<file path="config.mk">
export PLATFORM = sky130hd
export DESIGN_NAME = osc_divider_arbiter_flat
export DESIGN_NICKNAME = d
export VERILOG_FILES = /design/src/rtl/osc_divider_arbiter_pkg.sv /design/src/rtl/osc_divider_arbiter_if.sv /design/src/rtl/osc_divider_arbiter_half_counter.sv /design/src/rtl/osc_divider_arbiter.sv /design/src/flat_wrapper.sv
export SDC_FILE = /design/constraint.sdc
export NUM_CORES = 1
export LEC_CHECK = 0
export ABC_CLOCK_PERIOD_IN_PS = 2200
export CORE_ASPECT_RATIO = 0.75
export CORE_MARGIN = 1
export CORE_UTILIZATION = 51
export DETAILED_ROUTE_END_ITERATION = 6
export MAX_ROUTING_LAYER = met4
export PLACE_DENSITY = 0.76
export SKIP_LAST_GASP = 1
export SYNTH_ARGS = -nofsm -noshare
export SYNTH_HDL_FRONTEND = slang
export SYNTH_SLANG_ARGS = --single-unit
export TNS_END_PERCENT = 1
</file>
<file path="constraint.sdc">
create_clock -name INPUT_CLK -period 2.2 [get_ports INPUT_CLK]
set_input_delay 0.44 -clock INPUT_CLK [delete_from_list [all_inputs] [get_ports INPUT_CLK]]
set_output_delay 0.44 -clock INPUT_CLK [all_outputs]
set_load 0.02 [all_outputs]
</file>
<file path="src/rtl/osc_divider_arbiter_pkg.sv">
// Shared types and helpers for the encoder/decoder oscillator divider arbiter.
// Declares the FSM state type, the default ratio width and the half-period calculation.
package osc_div_arb_pkg;

    localparam int unsigned DIV_W_DEF = 16;

    typedef enum logic [1:0] {
        IDLE,
        LOAD,
        RUN,
        DRAIN
    } state_t;

    // Ratios below 2 would give a zero half-period; clamp so the output toggles every edge.
    function automatic int unsigned half_of(input int unsigned div);
        return (div < 2) ? 1 : (div >> 1);
    endfunction

endpackage

</file>
<file path="src/rtl/osc_divider_arbiter_if.sv">
// Request/grant and divided-clock bundle between the two requesters and the arbiter.
// The master side drives requests and ratios; the slave side is the arbiter.
interface osc_divider_arbiter_if
    import osc_div_arb_pkg::*;
#(
    parameter int unsigned DIV_W = DIV_W_DEF
);
    logic [1:0]       REQ;
    logic [DIV_W-1:0] DIV0;
    logic [DIV_W-1:0] DIV1;
    logic [1:0]       GNT;
    logic             OSC_CLK;
    logic             OSC_RISE;
    logic             BUSY;

    modport master (
        output REQ, DIV0, DIV1,
        input  GNT, OSC_CLK, OSC_RISE, BUSY
    );

    modport slave (
        input  REQ, DIV0, DIV1,
        output GNT, OSC_CLK, OSC_RISE, BUSY
    );
endinterface

</file>
<file path="src/rtl/osc_divider_arbiter_half_counter.sv">
// Half-period counter: toggles OSC_CLK every HALF enabled cycles and pulses OSC_RISE on rising toggles.
// Dropping EN (outside LOAD) returns the counter and outputs to their idle zero state.
module osc_half_counter #(
    parameter int unsigned HW = 15
) (
    input  logic          INPUT_CLK,
    input  logic          RST,
    input  logic          LOAD,
    input  logic          EN,
    input  logic [HW-1:0] HALF,
    output logic          OSC_CLK,
    output logic          OSC_RISE,
    output logic          TOGGLE
);
    logic [HW-1:0] count_q;
    logic          osc_q;
    logic          rise_q;

    assign TOGGLE   = EN && (count_q == HALF);
    assign OSC_CLK  = osc_q;
    assign OSC_RISE = rise_q;

    always_ff @(posedge INPUT_CLK) begin
        if (RST) begin
            count_q <= '0;
            osc_q   <= 1'b0;
            rise_q  <= 1'b0;
        end else if (LOAD) begin
            count_q <= HW'(1);
            osc_q   <= 1'b0;
            rise_q  <= 1'b0;
        end else if (EN) begin
            if (TOGGLE) begin
                count_q <= HW'(1);
                osc_q   <= ~osc_q;
                rise_q  <= ~osc_q;
            end else begin
                count_q <= count_q + HW'(1);
                rise_q  <= 1'b0;
            end
        end else begin
            count_q <= '0;
            osc_q   <= 1'b0;
            rise_q  <= 1'b0;
        end
    end
endmodule

</file>
<file path="src/rtl/osc_divider_arbiter.sv">
// Round-robin arbiter sharing one programmable divider between the PT2262 encoder and PT2272 decoder.
// Holds the grant FSM, the round-robin pointer and the ratio mux; releases only on a low phase.
module osc_divider_arbiter
    import osc_div_arb_pkg::*;
#(
    parameter int unsigned DIV_W = DIV_W_DEF
) (
    input  logic                   INPUT_CLK,
    input  logic                   RST,
    osc_divider_arbiter_if.slave   bus
);
    localparam int unsigned HW = DIV_W - 1;

    state_t        state_q, state_d;
    logic [1:0]    gnt_q, gnt_d;
    logic          last_q, last_d;
    logic [HW-1:0] half_q;
    logic          idx;
    logic          rel;
    logic          osc;
    logic          rise;
    logic          toggle;
    logic          cnt_en;
    logic          cnt_load;
    logic [DIV_W-1:0] div_sel;

    assign idx     = gnt_q[1];
    assign rel     = ~bus.REQ[idx];
    assign div_sel = idx ? bus.DIV1 : bus.DIV0;

    // Leaving RUN from a low phase must not let a pending rising toggle escape as a runt pulse.
    assign cnt_en   = (state_q == DRAIN) || ((state_q == RUN) && !(rel && !osc));
    assign cnt_load = (state_q == LOAD);

    osc_half_counter #(
        .HW(HW)
    ) u_half_counter (
        .INPUT_CLK (INPUT_CLK),
        .RST       (RST),
        .LOAD      (cnt_load),
        .EN        (cnt_en),
        .HALF      (half_q),
        .OSC_CLK   (osc),
        .OSC_RISE  (rise),
        .TOGGLE    (toggle)
    );

    always_ff @(posedge INPUT_CLK) begin
        if (RST) begin
            state_q <= IDLE;
            gnt_q   <= '0;
            last_q  <= 1'b1;
            half_q  <= '0;
        end else begin
            state_q <= state_d;
            gnt_q   <= gnt_d;
            last_q  <= last_d;
            if (state_q == LOAD) begin
                half_q <= HW'(half_of(32'(div_sel)));
            end
        end
    end

    always_comb begin
        state_d = state_q;
        gnt_d   = gnt_q;
        last_d  = last_q;
        unique case (state_q)
            IDLE: begin
                if (bus.REQ != 2'b00) begin
                    state_d = LOAD;
                    if (bus.REQ == 2'b11) begin
                        gnt_d = last_q ? 2'b01 : 2'b10;
                    end else begin
                        gnt_d = bus.REQ;
                    end
                end
            end
            LOAD: begin
                state_d = RUN;
            end
            RUN: begin
                // A high phase that is already at its falling toggle can release immediately.
                if (rel && (!osc || toggle)) begin
                    state_d = IDLE;
                    gnt_d   = '0;
                    last_d  = idx;
                end else if (rel) begin
                    state_d = DRAIN;
                end
            end
            DRAIN: begin
                if (toggle) begin
                    state_d = IDLE;
                    gnt_d   = '0;
                    last_d  = idx;
                end
            end
            default: begin
                state_d = IDLE;
                gnt_d   = '0;
            end
        endcase
    end

    assign bus.GNT      = gnt_q;
    assign bus.OSC_CLK  = osc;
    assign bus.OSC_RISE = rise;
    assign bus.BUSY     = (state_q != IDLE);
endmodule

</file>
<file path="src/flat_wrapper.sv">
// flat-port wrapper written by rule: the top's interface ports become plain ports
module osc_divider_arbiter_flat import osc_div_arb_pkg::*;
#(
    parameter int unsigned DIV_W = DIV_W_DEF
)
  (INPUT_CLK, RST, bus_REQ, bus_DIV0, bus_DIV1, bus_GNT, bus_OSC_CLK, bus_OSC_RISE, bus_BUSY);
  osc_divider_arbiter_if #(.DIV_W(DIV_W)) bus_i ();
  input  logic INPUT_CLK;
  input  logic RST;
  input wire logic [$bits(bus_i.REQ)-1:0] bus_REQ;
  input wire logic [$bits(bus_i.DIV0)-1:0] bus_DIV0;
  input wire logic [$bits(bus_i.DIV1)-1:0] bus_DIV1;
  output wire logic [$bits(bus_i.GNT)-1:0] bus_GNT;
  output wire logic [$bits(bus_i.OSC_CLK)-1:0] bus_OSC_CLK;
  output wire logic [$bits(bus_i.OSC_RISE)-1:0] bus_OSC_RISE;
  output wire logic [$bits(bus_i.BUSY)-1:0] bus_BUSY;
  assign bus_i.REQ = bus_REQ;
  assign bus_i.DIV0 = bus_DIV0;
  assign bus_i.DIV1 = bus_DIV1;
  assign bus_GNT = bus_i.GNT;
  assign bus_OSC_CLK = bus_i.OSC_CLK;
  assign bus_OSC_RISE = bus_i.OSC_RISE;
  assign bus_BUSY = bus_i.BUSY;
  osc_divider_arbiter #(.DIV_W(DIV_W)) u_core (.INPUT_CLK(INPUT_CLK), .RST(RST), .bus(bus_i));
endmodule
</file>
==> impl_results.rst <==
.. list-table::
   :header-rows: 1

   * - Metric
     - Value
   * - NumNets Final
     - 300
   * - Number of flops mapped to enable cells by yosys
     - 0
   * - Hold violation total from the final report
     - 0
   * - Core occupancy in the finished layout
     - 69.28%
   * - Post-DRT Antenna Nets
     - 0
   * - Hpwl dp
     - 3.234 mm
   * - Slew headroom
     - 66.30%
   * - Result of the run
     - finished clean
   * - Slew of the pin with the lowest slew margin
     - 0.5002 ns
   * - Via count of the first global-routing pass
     - 1563
   * - Wirelength per Cell
     - 13.39 um
   * - Yosys warning total
     - 0
   * - Critical path data required time
     - 1.76 ns
   * - Register area share after synthesis
     - 37.80%
   * - Starting density of the core
     - 53.52%
   * - Yosys top cell area share
     - 37.80%
   * - Peak supply drop
     - 0.4128 mV
   * - Post-Syn Area
     - 0.001959 mm^2
   * - Ports placed on the boundary
     - 41
   * - Area growth from synthesis to layout
     - 29.44%
   * - Highest metal used
     - met4
   * - TritonCTS Buffers
     - 5
   * - Clk Latency, worst-skew pair
     - 0.29 ns
   * - Proportion of synthesized flip-flops having asynchronous set or reset
     - 0%
   * - CTS HTree Levels
     - 2
   * - Cell at the slowest stage of the critical path
     - sky130_fd_sc_hd__clkdlybuf4s50_1
   * - Commonest cells post-synth
     - 41 x sky130_fd_sc_hd__nor2_1, 37 x sky130_fd_sc_hd__dfxtp_1, 16 x sky130_fd_sc_hd__xor2_1, 15 x sky130_fd_sc_hd__mux2i_1, 14 x sky130_fd_sc_hd__a211oi_1
   * - Area enclosed by the die boundary
     - 0.004096 mm^2
   * - Most frequently used cell type in the post-synthesis netlist
     - sky130_fd_sc_hd__nor2_1
   * - Pin count of the biggest net entering global routing
     - 29
   * - Path depth of the worst reg2reg path
     - 5
   * - Standard-cell rows
     - 19
   * - Number of remaining DRC errors
     - 0
   * - Most area-hungry cell type in the Yosys netlist
     - sky130_fd_sc_hd__dfxtp_1
   * - Number of vias in the routed layout
     - 1688
   * - Hold depth
     - 2
   * - Number of failing setup endpoints in the final timing report
     - 0
   * - Setup repair after global routing missed its margin
     - no
   * - Number of library cell types mapped by synthesis
     - 41
   * - DR WL met2
     - 1.744 mm
   * - Count of cells resized by post-cts repair
     - 0
   * - Clock-pin slew of the registers on the worst-case setup and hold paths
     - 0.07 ns
   * - Maximum single-stage delay on the critical path
     - 0.54 ns
   * - Post-synthesis instance total
     - 223
   * - Top cells by area in the synthesized netlist
     - sky130_fd_sc_hd__dfxtp_1 38%, sky130_fd_sc_hd__nor2_1 7.9%, sky130_fd_sc_hd__mux2i_1 7.7%
   * - Worst-case clock skew
     - 0.004662 ns
   * - Postcts setup bufs
     - 0
   * - List of cells traversed by the critical path
     - nor2_1 -> inv_1 -> clkdlybuf4s50_1
   * - Critical path launch point type
     - register
   * - Gr ovfl total
     - 0
   * - Final weighted congestion in routability-driven placement
     - 0.8942
   * - Critical path start-end classification
     - reg2out
   * - # hold bufs at CTS
     - 0
   * - Tot GR Track Use
     - 24.14%
   * - Kind of end point of the critical path
     - output pin
   * - Post-Synthesis Net Count
     - 260
   * - Largest buffer count on any clock path
     - 2
   * - Final critical delay including setup and external delays
     - 1.909 ns
   * - Number of design-rule violations left by the first detailed-router iteration
     - 85
   * - Number of placed instances with taps included
     - 308
   * - First-pass GRT wire length
     - 7.224 mm
   * - Number of pins exceeding their max-slew limit in the final report
     - 0
   * - Fraction of the cycle the final worst path needs
     - 86.79%
   * - Layout cells sized above 1
     - 9.848%
   * - IO Port Bufs
     - 38
   * - Die outline height
     - 55.68 um
   * - Setup_tns
     - 0 ns
   * - Detailed route wirelength on metal3
     - 275 um
   * - Antenna diode count
     - 0
   * - CTS sink count
     - 37
   * - Die X
     - 73.57 um
   * - Maximum fanout along the worst path
     - 5
   * - Syn_area_per_cell
     - 8.786 um^2
   * - Cell chosen for the clock root
     - sky130_fd_sc_hd__clkbuf_8
   * - Max-Cap Viols
     - 0
   * - Core Footprint
     - 0.003661 mm^2
   * - Initial antenna violation count
     - 0
   * - Met1 wire length
     - 2.169 mm
   * - Drt via density
     - 5.342
   * - Data arrival time of the critical path
     - 1.47 ns
   * - Total wire length
     - 4.230 mm
   * - Total power divided by cell area
     - 780.5 mW/mm^2
   * - Path class of the lowest-slack min-delay path
     - reg2reg
   * - Cell leakage power
     - 0.9102 nW
   * - Number of optimization iterations in the first detailed-route pass
     - 4
   * - Flops & latches, synth
     - 37
   * - Maximum achievable frequency
     - 523.8 MHz
   * - Most frequently used flop master after synthesis
     - sky130_fd_sc_hd__dfxtp_1
   * - Non-filler instance count after layout
     - 316
   * - TritonCTS clock tree
     - yes
## per-stage QoR
| step | setup WS, ns | power (mW) | instance area, um^2 | hold slack, ns |
|---|---|---|---|---|
| final | 0.2907 | 1.979 | 2536 | 0.5108 |
| after global placement | 0.1253 | 1.278 | 2402 | 0.5019 |
| after detailed placement | 0.09423 | 1.292 | 2402 | 0.5060 |
| after global routing | 0.08913 | 2.087 | 2536 | 0.5422 |
| after floorplan | 0.6108 | 1.118 | 1959 | 0.4777 |
| after CTS | 0.2720 | 1.988 | 2536 | 0.5160 |
## state kept, by name (all words and copies together) (netlist names)
name,cells
u_core.state_q,2
u_core.bus.GNT,2
u_core.half_q,15
u_core.last_q,1
u_core.u_half_counter.count_q,15
u_core.u_half_counter.OSC_CLK,1
u_core.u_half_counter.OSC_RISE,1
## worst max-delay path: cells and delay by family (launching register included)
| family | cells | cell delay (ns) |
|---|---|---|
| buffers and inverters | 2 | 0.61 |
| DFF | 1 | 0.31 |
| and+or+nand+nor | 1 | 0.25 |
## final timing paths
path | end | slack, ns | start
min | u_core.half_q[12] | 0.51 | u_core.half_q[12]
max reg2reg | u_core.u_half_counter.count_q[10] | 0.30 | u_core.half_q[8]
min reg2reg | u_core.half_q[12] | 0.51 | u_core.half_q[12]
max | bus_BUSY | 0.29 | u_core.state_q[1]
## layer usage
metal,GRT usage (%),up-vias
met4,6.593,0
met2,31.32,55
met1,35.12,753
met5,-,-
met3,8.333,4
li1,-,876
## cell families after synthesis
| kind of cell | Yosys count | synth area share, % |
|---|---|---|
| buf+inv | 16 | 3.768 |
| flops | 37 | 37.80 |
| simple gates | 85 | 22.29 |
| compound gates | 41 | 14.56 |
| fa+ha+maj | 1 | 0.6385 |
| mux | 15 | 7.663 |
| xor+xnor | 28 | 13.28 |
## final cells by class
cell class / instances / area, um^2
well taps: 52 / 65.06
repair buffers: 46 / 440.4
clock inverters: 3 / 65.06
flip-flops and latches: 37 / 740.7
fillers: 295 / 1125
clock buffers: 5 / 68.82
multi-input cells: 170 / 1145
inverters: 3 / 11.26
## layout by cell type (no fill, tap or decap), types with 3 or more instances in the layout
cell and count:
sky130_fd_sc_hd__nor2_1 41, sky130_fd_sc_hd__clkdlybuf4s50_1 38, sky130_fd_sc_hd__dfxtp_1 37, sky130_fd_sc_hd__xor2_1 16, sky130_fd_sc_hd__mux2i_1 15, sky130_fd_sc_hd__a211oi_1 14
sky130_fd_sc_hd__xnor2_1 10, sky130_fd_sc_hd__buf_4 8, sky130_fd_sc_hd__nor4_1 7, sky130_fd_sc_hd__nand2_1 7, sky130_fd_sc_hd__nand3_1 7, sky130_fd_sc_hd__a21oi_1 6
sky130_fd_sc_hd__o21ai_0 6, sky130_fd_sc_hd__clkbuf_8 5, sky130_fd_sc_hd__nand4_1 4, sky130_fd_sc_hd__and3_1 4, sky130_fd_sc_hd__inv_1 3, sky130_fd_sc_hd__nor3_1 3
sky130_fd_sc_hd__o211ai_1 3
## power by group
part	leakage [nW]	total, mW	internal, mW	switching (mW)
combinational	0.540	0.505	0.235	0.270
clock	0.0681	0.698	0.450	0.248
sequential	0.302	0.777	0.729	0.0477
No activity file was read; power rests on OpenSTA's default activity.
